### src/rtl/gray_seq_pkg.sv
// Shared state encoding, default width and the one-bit-step helper for the Gray sweep controller.
package gray_seq_pkg;

  localparam int WIDTH_DEF = 4;

  typedef logic [1:0] state_t;

  localparam logic [1:0] ST_IDLE = 2'd0;
  localparam logic [1:0] ST_RUN  = 2'd1;
  localparam logic [1:0] ST_DONE = 2'd2;

  // True when exactly one bit is set; callers zero-extend narrower codes.
  function automatic logic single_bit_diff(input logic [15:0] diff);
    return (diff != 16'd0) && ((diff & (diff - 16'd1)) == 16'd0);
  endfunction

endpackage

### src/rtl/gray_seq_ctrl_b2g.sv
// Purely combinational binary-to-reflected-Gray converter; no state, no handshake.
module binary_to_gray
  import gray_seq_pkg::*;
#(
  parameter int WIDTH = WIDTH_DEF
) (
  input  logic [WIDTH-1:0] bin_i,
  output logic [WIDTH-1:0] gray_o
);

  assign gray_o = bin_i ^ (bin_i >> 1);

endmodule

### src/rtl/gray_seq_ctrl.sv
// Sweeps lo..hi (wrapping) presenting binary and Gray beats; first beat the cycle after start, held while out_ready=0.
// Optional GRAY_SEQ_CHECK_EN adds a sticky chk_err flag for non-unit Gray steps between transferred beats.
module gray_seq_ctrl
  import gray_seq_pkg::*;
#(
  parameter int WIDTH = WIDTH_DEF
) (
  input  logic             clk,
  input  logic             rst,
  input  logic             start,
  input  logic [WIDTH-1:0] lo,
  input  logic [WIDTH-1:0] hi,
  input  logic             out_ready,
  output logic             out_valid,
  output logic [WIDTH-1:0] bin_out,
  output logic [WIDTH-1:0] gray_out,
  output logic             busy,
  output logic             done
`ifdef GRAY_SEQ_CHECK_EN
  ,
  output logic             chk_err
`endif
);

  state_t           state_q, state_d;
  logic [WIDTH-1:0] cur_q, cur_d;
  logic [WIDTH-1:0] hi_q, hi_d;
  logic [WIDTH-1:0] gray_q, gray_d;

  // Converting the next value lets the Gray register land on the same edge as cur_q.
  binary_to_gray #(.WIDTH(WIDTH)) u_b2g (
    .bin_i  (cur_d),
    .gray_o (gray_d)
  );

  always_comb begin
    state_d = state_q;
    cur_d   = cur_q;
    hi_d    = hi_q;
    case (state_q)
      ST_IDLE: begin
        if (start) begin
          state_d = ST_RUN;
          cur_d   = lo;
          hi_d    = hi;
        end
      end
      ST_RUN: begin
        if (out_ready) begin
          if (cur_q == hi_q) state_d = ST_DONE;
          else               cur_d   = cur_q + WIDTH'(1);
        end
      end
      ST_DONE: state_d = ST_IDLE;
      default: state_d = ST_IDLE;
    endcase
  end

  always_ff @(posedge clk) begin
    if (rst) begin
      state_q <= ST_IDLE;
      cur_q   <= '0;
      hi_q    <= '0;
      gray_q  <= '0;
    end else begin
      state_q <= state_d;
      cur_q   <= cur_d;
      hi_q    <= hi_d;
      gray_q  <= gray_d;
    end
  end

  assign out_valid = (state_q == ST_RUN);
  assign busy      = (state_q != ST_IDLE);
  assign done      = (state_q == ST_DONE);
  assign bin_out   = cur_q;
  assign gray_out  = gray_q;

`ifdef GRAY_SEQ_CHECK_EN
  logic             xfer;
  logic [WIDTH-1:0] prev_gray_q;
  logic             have_prev_q;
  logic             chk_err_q;

  assign xfer = out_valid && out_ready;

  always_ff @(posedge clk) begin
    if (rst) begin
      prev_gray_q <= '0;
      have_prev_q <= 1'b0;
      chk_err_q   <= 1'b0;
    end else if ((state_q == ST_IDLE) && start) begin
      have_prev_q <= 1'b0;
      chk_err_q   <= 1'b0;
    end else if (xfer) begin
      prev_gray_q <= gray_q;
      have_prev_q <= 1'b1;
      if (have_prev_q && !single_bit_diff(16'(prev_gray_q ^ gray_q))) chk_err_q <= 1'b1;
    end
  end

  assign chk_err = chk_err_q;
`endif

endmodule

### config.mk
export PLATFORM = sky130hd
export DESIGN_NAME = gray_seq_ctrl
export DESIGN_NICKNAME = d
export VERILOG_FILES = /design/src/rtl/gray_seq_pkg.sv /design/src/rtl/gray_seq_ctrl_b2g.sv /design/src/rtl/gray_seq_ctrl.sv
export SDC_FILE = /design/constraint.sdc
export NUM_CORES = 1
export LEC_CHECK = 0
export ABC_CLOCK_PERIOD_IN_PS = 3300
export CORE_ASPECT_RATIO = 0.6
export CORE_MARGIN = 1.5
export CORE_UTILIZATION = 24
export DETAILED_ROUTE_END_ITERATION = 7
export PLACE_DENSITY = 0.43
export SYNTH_ARGS = -nofsm -noshare
export SYNTH_HDL_FRONTEND = slang
export SYNTH_SLANG_ARGS = --single-unit
### constraint.sdc
create_clock -name clk -period 3.3 [get_ports clk]
set_input_delay 0.66 -clock clk [delete_from_list [all_inputs] [get_ports clk]]
set_output_delay 0.66 -clock clk [all_outputs]
set_load 0.005 [all_outputs]
# ---- Word-level counts from Yosys, hierarchy flattened
# Index checks and enable logic that the tools add are counted.
dict set report totals {
  register_bits 14
  inputBits 12
  out_inout_bits 11
}
dict set report op_classes {
  n_addsub 1
  eq_ne 6
  mux 8
  bitwise_logic 1
  reduce_logical 4
}
# cell n
set op_table {}
lappend op_table {{two-way mux 4 bit} 3}
lappend op_table {{case mux 4 bit (2 select lines)} 1}
lappend op_table {{two-way mux 2 bit} 3}
lappend op_table {{adder 4 x 1 -> 4 bit, second input constant} 1}
lappend op_table {{== test 4 bit} 1}
lappend op_table {{!= test 2 bit, second input constant} 2}
lappend op_table {{case mux 2 bit (2 select lines)} 1}
lappend op_table {{bitwise XOR 4 x 3 -> 4 bit} 1}
lappend op_table {{AND reduction 3 bit} 1}
lappend op_table {{== test 2 x 1 -> 1 bit, second input constant} 1}
lappend op_table {{== test 2 bit, second input constant} 1}
lappend op_table {{logical NOT 2 bit} 1}
lappend op_table {{!= test 2 x 1 -> 1 bit, second input constant} 1}
lappend op_table {{AND reduction 2 bit} 1}
lappend op_table {{nonzero test 2 bit} 1}

# ---- Depth between registers and ports, before layout
dict set report depth {
  depth_word 5
  ltp_mapped 7
  ltp_nobuf 6
}

# ---- Cells and area by module
# From an unflattened synthesis, not the netlist that was laid out.
dict set report hier_totals {
  hier_cells 92
  hier_area_um2 778.2
}
# mod instances cells_each area_each_um2 seq_area_each_um2
set modules_own_cells {}
lappend modules_own_cells {gray_seq_ctrl 1 88 744.5 280.3}
lappend modules_own_cells {binary_to_gray 1 4 33.8 0.0}

# ---- Worst setup path after synthesis
# No wires, ideal clock.
dict set report synth_path {
  path_kind {input port to flip-flop}
  startpoint {input start}
  endpoint {register gray_q[2], in the netlist gray_out[2]}
  setup_ps 129
  arrival_ps 1663
  t_required_ps 3171
  path_slack_ps 1508
  path_stages 6
  n_path_buf 0
  path_cell_list {nor3b_4 > mux2i_1 > a31oi_1 > a41oi_1 > xor2_1 > nor2_1}
}
dict set report synth_between {
  elab_chain_cells 3
}
# element line_no
set synth_rtl {}
lappend synth_rtl {{from (decl)} gray_seq_ctrl.sv:10} ;# input logic start,
lappend synth_rtl {{two-way mux 4 bit} gray_seq_ctrl.sv:42} ;# if (start) begin
lappend synth_rtl {{case mux 4 bit (2 select lines)} gray_seq_ctrl.sv:40} ;# case (state_q)
lappend synth_rtl {{bitwise XOR 4 x 3 -> 4 bit} gray_seq_ctrl_b2g.sv:11} ;# assign gray_o = bin_i ^ (bin_i >> 1);
lappend synth_rtl {{to (signal assigned)} gray_seq_ctrl.sv:69} ;# gray_q <= gray_d;
lappend synth_rtl {{to (decl)} gray_seq_ctrl.sv:28} ;# logic [WIDTH-1:0] gray_q, gray_d;
# No other way between the ends.
# A chain may end at the register's enable or synchronous reset.

# ---- Final worst setup path
dict set report layout_path {
  startpoint {register state_q[0]}
  endpoint {output out_valid}
}
dict set report layout_between {
  elab_chain_cells 1
}
# element line_no
set layout_rtl {}
lappend layout_rtl {{from (decl)} gray_seq_ctrl.sv:25} ;# state_t state_q, state_d;
lappend layout_rtl {{from (signal assigned)} gray_seq_ctrl.sv:66} ;# state_q <= state_d;
lappend layout_rtl {{== test 2 x 1 -> 1 bit} gray_seq_ctrl.sv:73} ;# assign out_valid = (state_q == ST_RUN);
lappend layout_rtl {{to (decl)} gray_seq_ctrl.sv:14} ;# output logic out_valid,
# No other way between the ends.

==> flow_summary.toml <==
[outcome]
result_of_the_run = "completed"

[logic_synthesis]
syn_area_per_cell_sq_um = 9.39
number_of_enable_flip_flop_cells_after_synthesis = 0
ys_top_cells_by_area = "dfxtp_1, mux2i_1, nor2_1"
synth.ff_latch_count = 13
yosysSeqAreaShare = 0.351
synth_top_flop_cell = "dfxtp_1"
asyncSetResetFlopFracSynth = 0
netlist_area_before_placement_sq_um = 742
synth_cell_types = 31
synth.top_cell.area_share = 0.351
mappedNetlistNets = 92
postSynthCellCount = 79
synth_common_cells = "dfxtp_1, nor2_1, mux2i_1, nor2b_1, xnor2_1"
ys.warnings.count = 0
post-synth-top-area-cell = "dfxtp_1"
count_leader_synth = "dfxtp_1"

[routing]
drc = 0
post_drt_wl_per_cell_um = 12.4
drt-pass1-iter-count = 4
drt-initial-drc-count = 26
routed_wirelength_um = 1770
vias_per_cell = 4.39
final_antenna_net_count = 0
route.vias.total = 628

[setup_path]
crit_fanout = 12
timing.setup.critical_path_class = "flop to primary output"
cp_cell_sequence = "nor2b_1 > clkdlybuf4s50_1"
timing.critical_path.from_type = "flop"
r2r_cells = 6
worst-endpoint-required_ns = 2.64
arrival_ns = 1.70
cp_slowest_cell = "dfxtp_1"
startpoint_of_the_most_critical_register_to_register_path = "state_q[0]"
worst-r2r-setup-slack_ns = 1.47
critPathMaxStageDelay_ns = 0.63
regToRegEndpoint = "gray_out[2]"
timing.critical_path.to_type = "primary output"

[floorplan]
die_h_um = 46.1
core.rowCount = 15
placeableCoreArea_sq_um = 2910
die_area_sq_um = 3450
num_io_pins = 23
start_util = 0.255
width_of_the_chip_um = 74.8

[timing]
max_clock_freq_mhz = 424
rsz_0062_raised_after_global_routing = "false"
timing_hold_violations_final = 0
period_needed_ns = 2.36
timing.max_slew.rel_slack = 0.658
fin_worst_skew_ns = 0.00225
tightestPinTransition_ns = 0.511
setup_violations = 0
finalCritPeriodShare = 0.715
setup-tns-final_ns = 0
whs_ns = 0.522
finalMaxSlewViolations = 0

[grt]
grt_first_pass_wirelength_um = 2750
global_route_total_usage_across_every_layer = 0.113
antenna_violations_before_repair = 0
maximum_number_of_pins_on_one_net_before_global_route_repair = 14
via_count_of_the_first_global_routing_pass = 521
overflow = 0

[power]
powerDensity_nw_per_um2 = 459
p_leak_nw = 0.371
ir_drop_uv = 283

[finish]
antenna-diode-count = 0
final_nets = 115
stdcell_count = 143
area_growth_syn_to_layout_pct = 40.0
finalInstanceArea_sq_um = 1040
final_layout_size_suffix_gt1_frac = 0.0990

[placed_design]
detailed_place_hpwl_um = 1350
io_buffers = 22
dp_cells = 139
rd_place_congestion = 0.841
place_area_sq_um = 993

[cts]
clock_insertion_delay_worst_skew_ns = 0.24
cts-htree-levels = 1
postCtsSetupRepairBufs = 0
cts.clk_slew.worst_paths_ns = 0.05
cts.sinks = 13
root_buffer = "clkbuf_8"
postCtsHoldBufs = 0
cts_inserted_buffers = 3
cts_tree = "yes"
cts_resized = 0
cts_max_path_buffers = 2

[min_path]
worst_hold_startpoint = "hi_q[1]"
holdPathStages = 2
hold-path-endpoint = "hi_q[1]"
worst_hold_path_type = "flop to flop"

[flow_run]
max_cap_viol_count = 0
-- cell type report --
cell class	instances	area, sq um
inverters	3	11.3
clock buffers	4	45.0
well taps	42	52.6
flip-flops and latches	13	260
multi-input cells	59	449
repair buffers	22	220
fillers	300	1870
-- through the flow --
stage,utilization,power [mW],setup WS [ns]
finish,0.357,0.476,0.941
global route,0.357,0.509,0.774
CTS,0.357,0.485,0.923
detailed placement,0.342,0.339,0.708
global placement,0.342,0.341,0.743
floorplan,-,0.279,1.51
-- registers in the layout, indices dropped and copies added, names as in the netlist --
signal / count
gray_out: 3
state_q: 2
bin_out: 4
hi_q: 4
-- cell families (layout without fill, tap and decap cells) --
kind of cell / Yosys count / count (layout) / synth area share
buffers and inverters: 7 / 29 / 0.0438
multiplexers: 6 / 6 / 0.0809
XOR/XNOR: 6 / 6 / 0.0708
AO/OA/AOI/OAI: 14 / 14 / 0.165
adder cells (fa/ha/maj): 1 / 1 / 0.0169
flip-flops: 13 / 13 / 0.351
AND/OR/NAND/NOR: 32 / 32 / 0.272
-- critical path: cells and delay by family, from the launching register on --
family / cells / cell delay (ns)
flops: 1 / 0.63
buf+inv: 1 / 0.54
simple gates: 1 / 0.29
-- worst max-delay path by stage --
stage | from | endpoint | cells after the start | slack (ns)
floorplan | start | gray_out[2] | 6 | 1.51
global placement | start | gray_out[2] | 7 | 0.74
detailed placement | start | gray_out[2] | 7 | 0.71
CTS | state_q[0] | out_valid | 2 | 0.92
global route | start | gray_out[2] | 7 | 0.77
finish | state_q[0] | out_valid | 2 | 0.94
-- report_power, final --
part | switching [mW] | leakage [nW] | total, mW | internal [mW]
Clock | 0.0553 | 0.0228 | 0.140 | 0.0852
Combinational | 0.0617 | 0.241 | 0.142 | 0.0803
Sequential | 0.0203 | 0.107 | 0.194 | 0.173
-- metal layers --
layer	track usage	routed length, um	vias up
met5	0	0	-
met3	0.0525	131	0
met2	0.138	670	19
met1	0.174	967	285
li1	-	-	324
met4	0.0218	0	0
-- cells in the final DEF, fill, tap and decap left out, types with 2 or more instances in the layout --
cell type	n
a21oi_1	3
a311o_1	2
clkbuf_8	3
clkdlybuf4s50_1	22
dfxtp_1	13
inv_1	3
mux2i_1	6
nand2_1	4
nor2_1	12
nor2b_1	6
nor3b_1	2
o22ai_1	2
xnor2_1	5
(Power assumes the default switching activity.)
